[src/rtl/scu_dsp_dma_ctl_if.sv]
// Signal bundle between the SCU DSP DMA controller, the DSP core and the A/B-bus arbiter.
// The controller uses the master view; the DSP core and the bus side use the slave view.
interface scu_dsp_dma_ctl_if #(
  parameter int unsigned ADDR_W = 27
);
  // DSP DSO bus and register strobes
  logic [31:0]       dso;
  logic              ra0w;
  logic              wa0w;
  logic              dmaw;

  // DSP word handshake
  logic              dma_req;
  logic              dma_we;
  logic              dma_last;
  logic [31:0]       dma_do;
  logic [31:0]       dma_di;
  logic              dma_ack;
  logic              dma_end;

  // External bus master port
  logic              bus_req;
  logic              bus_we;
  logic [ADDR_W-1:0] bus_a;
  logic [31:0]       bus_do;
  logic [31:0]       bus_di;
  logic              bus_ack;

  // Status
  logic              busy;
  logic              err;

  modport master (
    input  dso, ra0w, wa0w, dmaw,
    input  dma_req, dma_we, dma_last, dma_do,
    output dma_di, dma_ack, dma_end,
    output bus_req, bus_we, bus_a, bus_do,
    input  bus_di, bus_ack,
    output busy, err
  );

  modport slave (
    output dso, ra0w, wa0w, dmaw,
    output dma_req, dma_we, dma_last, dma_do,
    input  dma_di, dma_ack, dma_end,
    input  bus_req, bus_we, bus_a, bus_do,
    output bus_di, bus_ack,
    input  busy, err
  );
endinterface

[src/rtl/scu_dsp_dma_ctl.sv]
// SCU DSP DMA channel sequencer: latches addresses and the DMA command from DSO, then moves
// one word per DMA_REQ/DMA_ACK handshake between DSP RAM and the external bus master port.
module scu_dsp_dma_ctl #(
  parameter int unsigned ADDR_W = 27,
  parameter int unsigned TMO_W  = 8
) (
  input  logic              i_clk,
  input  logic              i_rst,
  input  logic              i_ce_r,
  scu_dsp_dma_ctl_if.master io_dma
);

  typedef enum logic [2:0] {
    S_IDLE = 3'd0,
    S_ARM  = 3'd1,
    S_RD   = 3'd2,
    S_WR   = 3'd3,
    S_ACK  = 3'd4,
    S_END  = 3'd5,
    S_ENDW = 3'd6
  } state_t;

  // Counter value on whose next unanswered CE_R cycle the access is abandoned.
  localparam logic [TMO_W-1:0] TMO_LAST = ~TMO_W'(1);

  state_t             r_state;
  state_t             w_state_nxt;

  logic [ADDR_W-1:0]  r_ra;
  logic [ADDR_W-1:0]  r_wa;
  logic [ADDR_W-1:0]  r_bus_a;
  logic [2:0]         r_add;
  logic [TMO_W-1:0]   r_tmo;
  logic               r_ack_pend;
  logic [31:0]        r_di_pend;
  logic               r_err;
  logic [31:0]        r_dma_di;
  logic [31:0]        r_bus_do;

  logic               r_bus_req;
  logic               r_bus_we;
  logic               r_dma_ack;
  logic               r_dma_end;
  logic               r_busy;

  logic               w_in_bus;
  logic               w_ack;
  logic               w_tmo_hit;
  logic [ADDR_W-1:0]  w_addr_ld;
  logic [ADDR_W-1:0]  w_inc_rd;
  logic [ADDR_W-1:0]  w_inc_wr;

  logic               w_bus_req_d;
  logic               w_bus_we_d;
  logic               w_dma_ack_d;
  logic               w_dma_end_d;
  logic               w_busy_d;

  logic               w_unused;

  assign w_in_bus  = (r_state == S_RD) || (r_state == S_WR);
  // A BUS_ACK seen between CE_R cycles is held in r_ack_pend until the next CE_R.
  assign w_ack     = io_dma.bus_ack | r_ack_pend;
  assign w_tmo_hit = w_in_bus && !w_ack && (r_tmo == TMO_LAST);
  assign w_addr_ld = ADDR_W'({io_dma.dso[24:0], 2'b00});
  assign w_unused  = &{1'b0, io_dma.dso[31:25]};

  // Read stride is one word; write stride doubles per ADD step starting at 4 bytes.
  assign w_inc_rd = (r_add == 3'd0) ? '0 : ADDR_W'(4);
  assign w_inc_wr = (r_add == 3'd0) ? '0 : (ADDR_W'(1) << (4'(r_add) + 4'd1));

  // State register
  always_ff @(posedge i_clk) begin
    if (i_rst) begin
      r_state <= S_IDLE;
    end else if (i_ce_r) begin
      r_state <= w_state_nxt;
    end
  end

  // Next-state logic
  always_comb begin
    w_state_nxt = r_state;
    unique case (r_state)
      S_IDLE: begin
        if (io_dma.dmaw) begin
          w_state_nxt = S_ARM;
        end
      end
      S_ARM: begin
        if (io_dma.dma_req) begin
          w_state_nxt = io_dma.dma_we ? S_WR : S_RD;
        end
      end
      S_RD, S_WR: begin
        if (w_ack) begin
          w_state_nxt = S_ACK;
        end else if (w_tmo_hit) begin
          w_state_nxt = S_END;
        end
      end
      S_ACK: begin
        w_state_nxt = io_dma.dma_last ? S_END : S_ARM;
      end
      S_END: begin
        w_state_nxt = S_ENDW;
      end
      S_ENDW: begin
        w_state_nxt = S_IDLE;
      end
      default: begin
        w_state_nxt = S_IDLE;
      end
    endcase
  end

  // Output decode from the state being entered, so registered outputs line up with the state
  always_comb begin
    w_bus_req_d = 1'b0;
    w_bus_we_d  = 1'b0;
    w_dma_ack_d = 1'b0;
    w_dma_end_d = 1'b0;
    w_busy_d    = 1'b1;
    unique case (w_state_nxt)
      S_IDLE: w_busy_d    = 1'b0;
      S_RD:   w_bus_req_d = 1'b1;
      S_WR: begin
        w_bus_req_d = 1'b1;
        w_bus_we_d  = 1'b1;
      end
      S_ACK:  w_dma_ack_d = 1'b1;
      S_END:  w_dma_end_d = 1'b1;
      default: begin
        w_busy_d = 1'b1;
      end
    endcase
  end

  // Control outputs; BUS_REQ is released as soon as the bus answers, even between CE_R cycles
  always_ff @(posedge i_clk) begin
    if (i_rst) begin
      r_bus_req <= 1'b0;
      r_bus_we  <= 1'b0;
      r_dma_ack <= 1'b0;
      r_dma_end <= 1'b0;
      r_busy    <= 1'b0;
    end else if (i_ce_r) begin
      r_bus_req <= w_bus_req_d;
      r_bus_we  <= w_bus_we_d;
      r_dma_ack <= w_dma_ack_d;
      r_dma_end <= w_dma_end_d;
      r_busy    <= w_busy_d;
    end else if (io_dma.bus_ack) begin
      r_bus_req <= 1'b0;
    end
  end

  // Address registers, command latch, timeout counter and data capture
  always_ff @(posedge i_clk) begin
    if (i_rst) begin
      r_ra       <= '0;
      r_wa       <= '0;
      r_bus_a    <= '0;
      r_add      <= '0;
      r_tmo      <= '0;
      r_ack_pend <= 1'b0;
      r_di_pend  <= '0;
      r_err      <= 1'b0;
      r_dma_di   <= '0;
      r_bus_do   <= '0;
    end else if (i_ce_r) begin
      r_ack_pend <= 1'b0;

      // A DSO load takes priority over the per-word step on the same cycle.
      if (io_dma.ra0w) begin
        r_ra <= w_addr_ld;
      end else if ((r_state == S_RD) && w_ack) begin
        r_ra <= r_ra + w_inc_rd;
      end

      if (io_dma.wa0w) begin
        r_wa <= w_addr_ld;
      end else if ((r_state == S_WR) && w_ack) begin
        r_wa <= r_wa + w_inc_wr;
      end

      if ((r_state == S_IDLE) && io_dma.dmaw) begin
        r_add <= io_dma.dso[17:15];
        r_err <= 1'b0;
      end else if (w_tmo_hit) begin
        r_err <= 1'b1;
      end

      r_tmo <= (w_in_bus && !w_ack) ? (r_tmo + TMO_W'(1)) : '0;

      if ((r_state == S_RD) && w_ack) begin
        r_dma_di <= r_ack_pend ? r_di_pend : io_dma.bus_di;
      end

      if ((r_state == S_ARM) && io_dma.dma_req) begin
        r_bus_a <= io_dma.dma_we ? r_wa : r_ra;
        if (io_dma.dma_we) begin
          r_bus_do <= io_dma.dma_do;
        end
      end
    end else if (w_in_bus && io_dma.bus_ack) begin
      r_ack_pend <= 1'b1;
      r_di_pend  <= io_dma.bus_di;
    end
  end

  assign io_dma.dma_di  = r_dma_di;
  assign io_dma.dma_ack = r_dma_ack;
  assign io_dma.dma_end = r_dma_end;
  assign io_dma.bus_req = r_bus_req;
  assign io_dma.bus_we  = r_bus_we;
  assign io_dma.bus_a   = r_bus_a;
  assign io_dma.bus_do  = r_bus_do;
  assign io_dma.busy    = r_busy;
  assign io_dma.err     = r_err;

endmodule

[src/flat_wrapper.sv]
// flat-port wrapper written by rule: the top's interface ports become plain ports
module scu_dsp_dma_ctl_flat 
#(
  parameter int unsigned ADDR_W = 27,
  parameter int unsigned TMO_W  = 8
)
  (i_clk, i_rst, i_ce_r, io_dma_dso, io_dma_ra0w, io_dma_wa0w, io_dma_dmaw, io_dma_dma_req, io_dma_dma_we, io_dma_dma_last, io_dma_dma_do, io_dma_dma_di, io_dma_dma_ack, io_dma_dma_end, io_dma_bus_req, io_dma_bus_we, io_dma_bus_a, io_dma_bus_do, io_dma_bus_di, io_dma_bus_ack, io_dma_busy, io_dma_err);
  scu_dsp_dma_ctl_if #(.ADDR_W(ADDR_W)) io_dma_i ();
  input  logic i_clk;
  input  logic i_rst;
  input  logic i_ce_r;
  input wire logic [$bits(io_dma_i.dso)-1:0] io_dma_dso;
  input wire logic [$bits(io_dma_i.ra0w)-1:0] io_dma_ra0w;
  input wire logic [$bits(io_dma_i.wa0w)-1:0] io_dma_wa0w;
  input wire logic [$bits(io_dma_i.dmaw)-1:0] io_dma_dmaw;
  input wire logic [$bits(io_dma_i.dma_req)-1:0] io_dma_dma_req;
  input wire logic [$bits(io_dma_i.dma_we)-1:0] io_dma_dma_we;
  input wire logic [$bits(io_dma_i.dma_last)-1:0] io_dma_dma_last;
  input wire logic [$bits(io_dma_i.dma_do)-1:0] io_dma_dma_do;
  output wire logic [$bits(io_dma_i.dma_di)-1:0] io_dma_dma_di;
  output wire logic [$bits(io_dma_i.dma_ack)-1:0] io_dma_dma_ack;
  output wire logic [$bits(io_dma_i.dma_end)-1:0] io_dma_dma_end;
  output wire logic [$bits(io_dma_i.bus_req)-1:0] io_dma_bus_req;
  output wire logic [$bits(io_dma_i.bus_we)-1:0] io_dma_bus_we;
  output wire logic [$bits(io_dma_i.bus_a)-1:0] io_dma_bus_a;
  output wire logic [$bits(io_dma_i.bus_do)-1:0] io_dma_bus_do;
  input wire logic [$bits(io_dma_i.bus_di)-1:0] io_dma_bus_di;
  input wire logic [$bits(io_dma_i.bus_ack)-1:0] io_dma_bus_ack;
  output wire logic [$bits(io_dma_i.busy)-1:0] io_dma_busy;
  output wire logic [$bits(io_dma_i.err)-1:0] io_dma_err;
  assign io_dma_i.dso = io_dma_dso;
  assign io_dma_i.ra0w = io_dma_ra0w;
  assign io_dma_i.wa0w = io_dma_wa0w;
  assign io_dma_i.dmaw = io_dma_dmaw;
  assign io_dma_i.dma_req = io_dma_dma_req;
  assign io_dma_i.dma_we = io_dma_dma_we;
  assign io_dma_i.dma_last = io_dma_dma_last;
  assign io_dma_i.dma_do = io_dma_dma_do;
  assign io_dma_dma_di = io_dma_i.dma_di;
  assign io_dma_dma_ack = io_dma_i.dma_ack;
  assign io_dma_dma_end = io_dma_i.dma_end;
  assign io_dma_bus_req = io_dma_i.bus_req;
  assign io_dma_bus_we = io_dma_i.bus_we;
  assign io_dma_bus_a = io_dma_i.bus_a;
  assign io_dma_bus_do = io_dma_i.bus_do;
  assign io_dma_i.bus_di = io_dma_bus_di;
  assign io_dma_i.bus_ack = io_dma_bus_ack;
  assign io_dma_busy = io_dma_i.busy;
  assign io_dma_err = io_dma_i.err;
  scu_dsp_dma_ctl #(.ADDR_W(ADDR_W), .TMO_W(TMO_W)) u_core (.i_clk(i_clk), .i_rst(i_rst), .i_ce_r(i_ce_r), .io_dma(io_dma_i));
endmodule
[config.mk]
export PLATFORM = sky130hd
export DESIGN_NAME = scu_dsp_dma_ctl_flat
export DESIGN_NICKNAME = d
export VERILOG_FILES = /design/src/rtl/scu_dsp_dma_ctl_if.sv /design/src/rtl/scu_dsp_dma_ctl.sv /design/src/flat_wrapper.sv
export SDC_FILE = /design/constraint.sdc
export NUM_CORES = 1
export LEC_CHECK = 0
export CAP_MARGIN = 20
export CORE_MARGIN = 5
export CORE_UTILIZATION = 55
export DETAILED_ROUTE_END_ITERATION = 10
export DONT_BUFFER_PORTS = 1
export PLACE_DENSITY = 0.75
export SLEW_MARGIN = 20
export SYNTH_ARGS = -nofsm -noshare
export SYNTH_HDL_FRONTEND = slang
export SYNTH_SLANG_ARGS = --single-unit
[constraint.sdc]
create_clock -name i_clk -period 5 [get_ports i_clk]
set_input_delay 0.5 -clock i_clk [delete_from_list [all_inputs] [get_ports i_clk]]
set_output_delay 0.5 -clock i_clk [all_outputs]
set_load 0.005 [all_outputs]
==> impl_results.md <==
* Fin crit share at 0.545
* Clock Tree Buf Depth at 2
* CTS sink count at 196
* Share of cells above drive strength 1 at 0.0618
* Synth unique cells at 77
* Setup crit end: u_core.r_wa[20]$_SDFFE_PP0P_
* PwrDens at 331 nW/um^2
* Fin Setup TNS at 0 ns
* Max-cap violation count at 0
* Hpwl dp at 17.2 mm
* CTS tree: built
* Pre-antenna DRT Iters at 5
* EDFF count, synth at 0
* Antenna Nets Post-Route at 0
* Root Buffer: clkbuf_16
* Die Ht at 142 um
* Max_slew headroom at 0.476
* Crit path depth at 7
* Top cells by instance count after synthesis: dfxtp_1, nand2_1, nor2_1
* Final setup viols at 0
* First-pass GRT wire length at 39.9 mm
* Slack of the critical path at 2.28 ns
* Register area share after synthesis at 0.410
* Mapped Area at 9560 um^2
* Unrepaired setup endpoints after global routing: false
* Core Rows at 48
* DR iter-0 viols at 490
* Cell count of the worst hold path at 1
* Highest Clock Rate at 367 MHz
* Place WS at 2.33 ns
* Num CTS Buffers at 17
* Gpl congestion at 0.909
* Vias per cell at 6.06
* Die width at 142 um
* Grt total ovfl at 0
* #FFs+latches synth at 196
* Final Hold Viols at 0
* WP data required at 5.35 ns
* Area Growth Syn to Fin at 6.76%
* I/O pin count at 203
* Period minus WS final at 2.72 ns
* Initial Util at 0.557
* Core area at 17200 um^2
* Crit-path cells: and3b_1 -> ha_1 -> a21o_2 -> a32o_2 -> a211oi_2 -> nor2_2 -> a221oi_2
* Synth top area share at 0.410
* Largest delay share family, worst path: compound AO/OA/AOI/OAI gates
* Crit-path max cell delay at 0.63 ns
* Hold Path Class: in -> reg
* Nets@finish at 1246
* DR WL/cell at 18.4 um
* Slowest cell on the critical path: a211oi_2
* Slew @ Worst Pin at 0.785 ns
* Worst-Skew Late Latency at 0.44 ns
* Area leader, netlist: dfxtp_1
* Outcome: finished, final reports clean
* Reg-to-Reg Start: u_core.r_add[0]$_SDFFE_PP0P_
* GRT Total Usage at 0.244
* Postcts setup bufs at 0
* Initial antenna violation count at 0
* Hold_buf cts at 0
* Syn Inst Count at 1172
* FF-to-FF End: u_core.r_wa[20]$_SDFFE_PP0P_
* Reg2Reg Depth at 7
* Routed WL at 25.0 mm
* Setup Skew at 0.00953 ns
* Asr flop ratio synth at 0
* Most numerous cell in the Yosys netlist: dfxtp_1
* Routed via count at 8221
* Die area at 20100 um^2
* ANT cells at 0
* Vias in the first global route at 7834
* Fillers at 1575
* # port buffers at 0
* Min-delay src: i_rst
* Top FF cell, synth: dfxtp_1
* Htree depth at 4
* CP Launch Point: u_core.r_add[0]$_SDFFE_PP0P_
* CTS-repair resized insts at 0
* Largest net degree at the start of global routing at 182
* Synth warn at 0
* Worst path buffer plus inverter count at 0
* Synth area leaders: dfxtp_1, mux2i_1, nand2_1
* R2R Setup Slk at 2.28 ns
* Crit start category: flop
* Peak supply drop at 0.235 mV
* Fin. max-slew vios at 0
* Clk slew on worst S/H paths at 0.08 ns
* WS Path Type: reg -> reg
* Leak at 3.54 nW
* Setup crit end kind: flop
* Avg Cell Area, Syn at 8.16 um^2
* Critical Path AT at 3.07 ns
* Drc violations at 0
* Worst-path maximum fanout at 10
==> how the worst min path moves through the flow <==
stage | end | slack (ns)
final | u_core.r_tmo[1]$_SDFFE_PP0P_ | 0.13
after detailed placement | u_core.r_di_pend[0]$_SDFFE_PP0P_ | 0.44
after floorplan | u_core.r_di_pend[0]$_SDFFE_PP0P_ | 0.44
after global placement | u_core.r_di_pend[3]$_SDFFE_PP0P_ | 0.44
after global routing | u_core.r_tmo[0]$_SDFFE_PP0P_ | 0.11
after CTS | u_core.r_ack_pend$_SDFFE_PP0P_ | 0.12
==> cell families (layout without fill, tap and decap cells) <==
group,count (synthesis),count (layout),share of synthesized area
adder cells (fa/ha/maj),21,21,0.0283
AO/OA/AOI/OAI,327,327,0.227
AND/OR/NAND/NOR,440,440,0.202
XOR/XNOR,13,13,0.0119
flip-flops,196,196,0.410
multiplexers,71,71,0.0743
buffers and inverters,103,54,0.0457
other,1,10,0.000392
==> through the flow <==
step,util,instances,instance area (um^2),hold WS (ns),total power [mW]
after floorplan,-,1181,9600,0.436,1.94
after CTS,0.594,1357,10200,0.117,3.40
final,0.594,1357,10200,0.131,3.38
after global routing,0.594,1357,10200,0.109,3.51
after global placement,0.557,1325,9560,0.436,1.96
after detailed placement,0.557,1325,9560,0.443,1.97
==> flip-flops by register name, summed over array words and instances (netlist names) <==
name,flops
u_core.r_ack_pend,1
u_core.r_di_pend,32
u_core.r_state,3
u_core.r_add,3
u_core.r_tmo,8
u_core.io_dma.bus_do,32
u_core.io_dma.bus_we,1
u_core.io_dma.bus_req,1
u_core.io_dma.busy,1
u_core.io_dma.dma_di,32
u_core.io_dma.bus_a,27
u_core.io_dma.err,1
u_core.r_ra,25
u_core.io_dma.dma_ack,1
u_core.r_wa,27
u_core.io_dma.dma_end,1
==> placed cells by master (no fill, tap or decap), types with 8 or more instances in the layout <==
master	count
nand2_1	186
a211oi_1	80
conb_1	10
nor3_1	13
ha_1	20
nor2_1	138
a22oi_1	11
a21oi_1	110
clkbuf_16	17
mux2i_1	71
inv_1	15
dfxtp_1	195
a311oi_1	8
and3_1	15
o21ai_0	47
nand4_1	8
nand3_1	28
or3_1	9
==> layout make-up <==
| class | instances | area [um^2] | area share |
|---|---|---|---|
| multi-input combinational | 882 | 5250 | 0.514 |
| sequential | 196 | 3930 | 0.384 |
| clock buffer | 17 | 425 | 0.0417 |
| tap | 225 | 282 | 0.0276 |
| clock inverter | 15 | 223 | 0.0218 |
| inverter | 15 | 56.3 | 0.00551 |
| timing repair buffer | 7 | 52.6 | 0.00515 |
==> routing by layer <==
| metal | track usage | vias up | share of wire |
|---|---|---|---|
| met3 | 0.0671 | 60 | 0.076 |
| met4 | 0.112 | 0 | 0.041 |
| met2 | 0.407 | 271 | 0.48 |
| li1 | - | 4072 | - |
| met1 | 0.294 | 3818 | 0.41 |
| met5 | 0 | - | 0 |
==> power breakdown <==
part / switching [mW] / total (mW) / internal [mW]
logic: 0.163 / 0.277 / 0.114
registers: 0.0513 / 1.66 / 1.61
clock network: 0.700 / 1.44 / 0.737
Power figures use the tool's default switching activity.
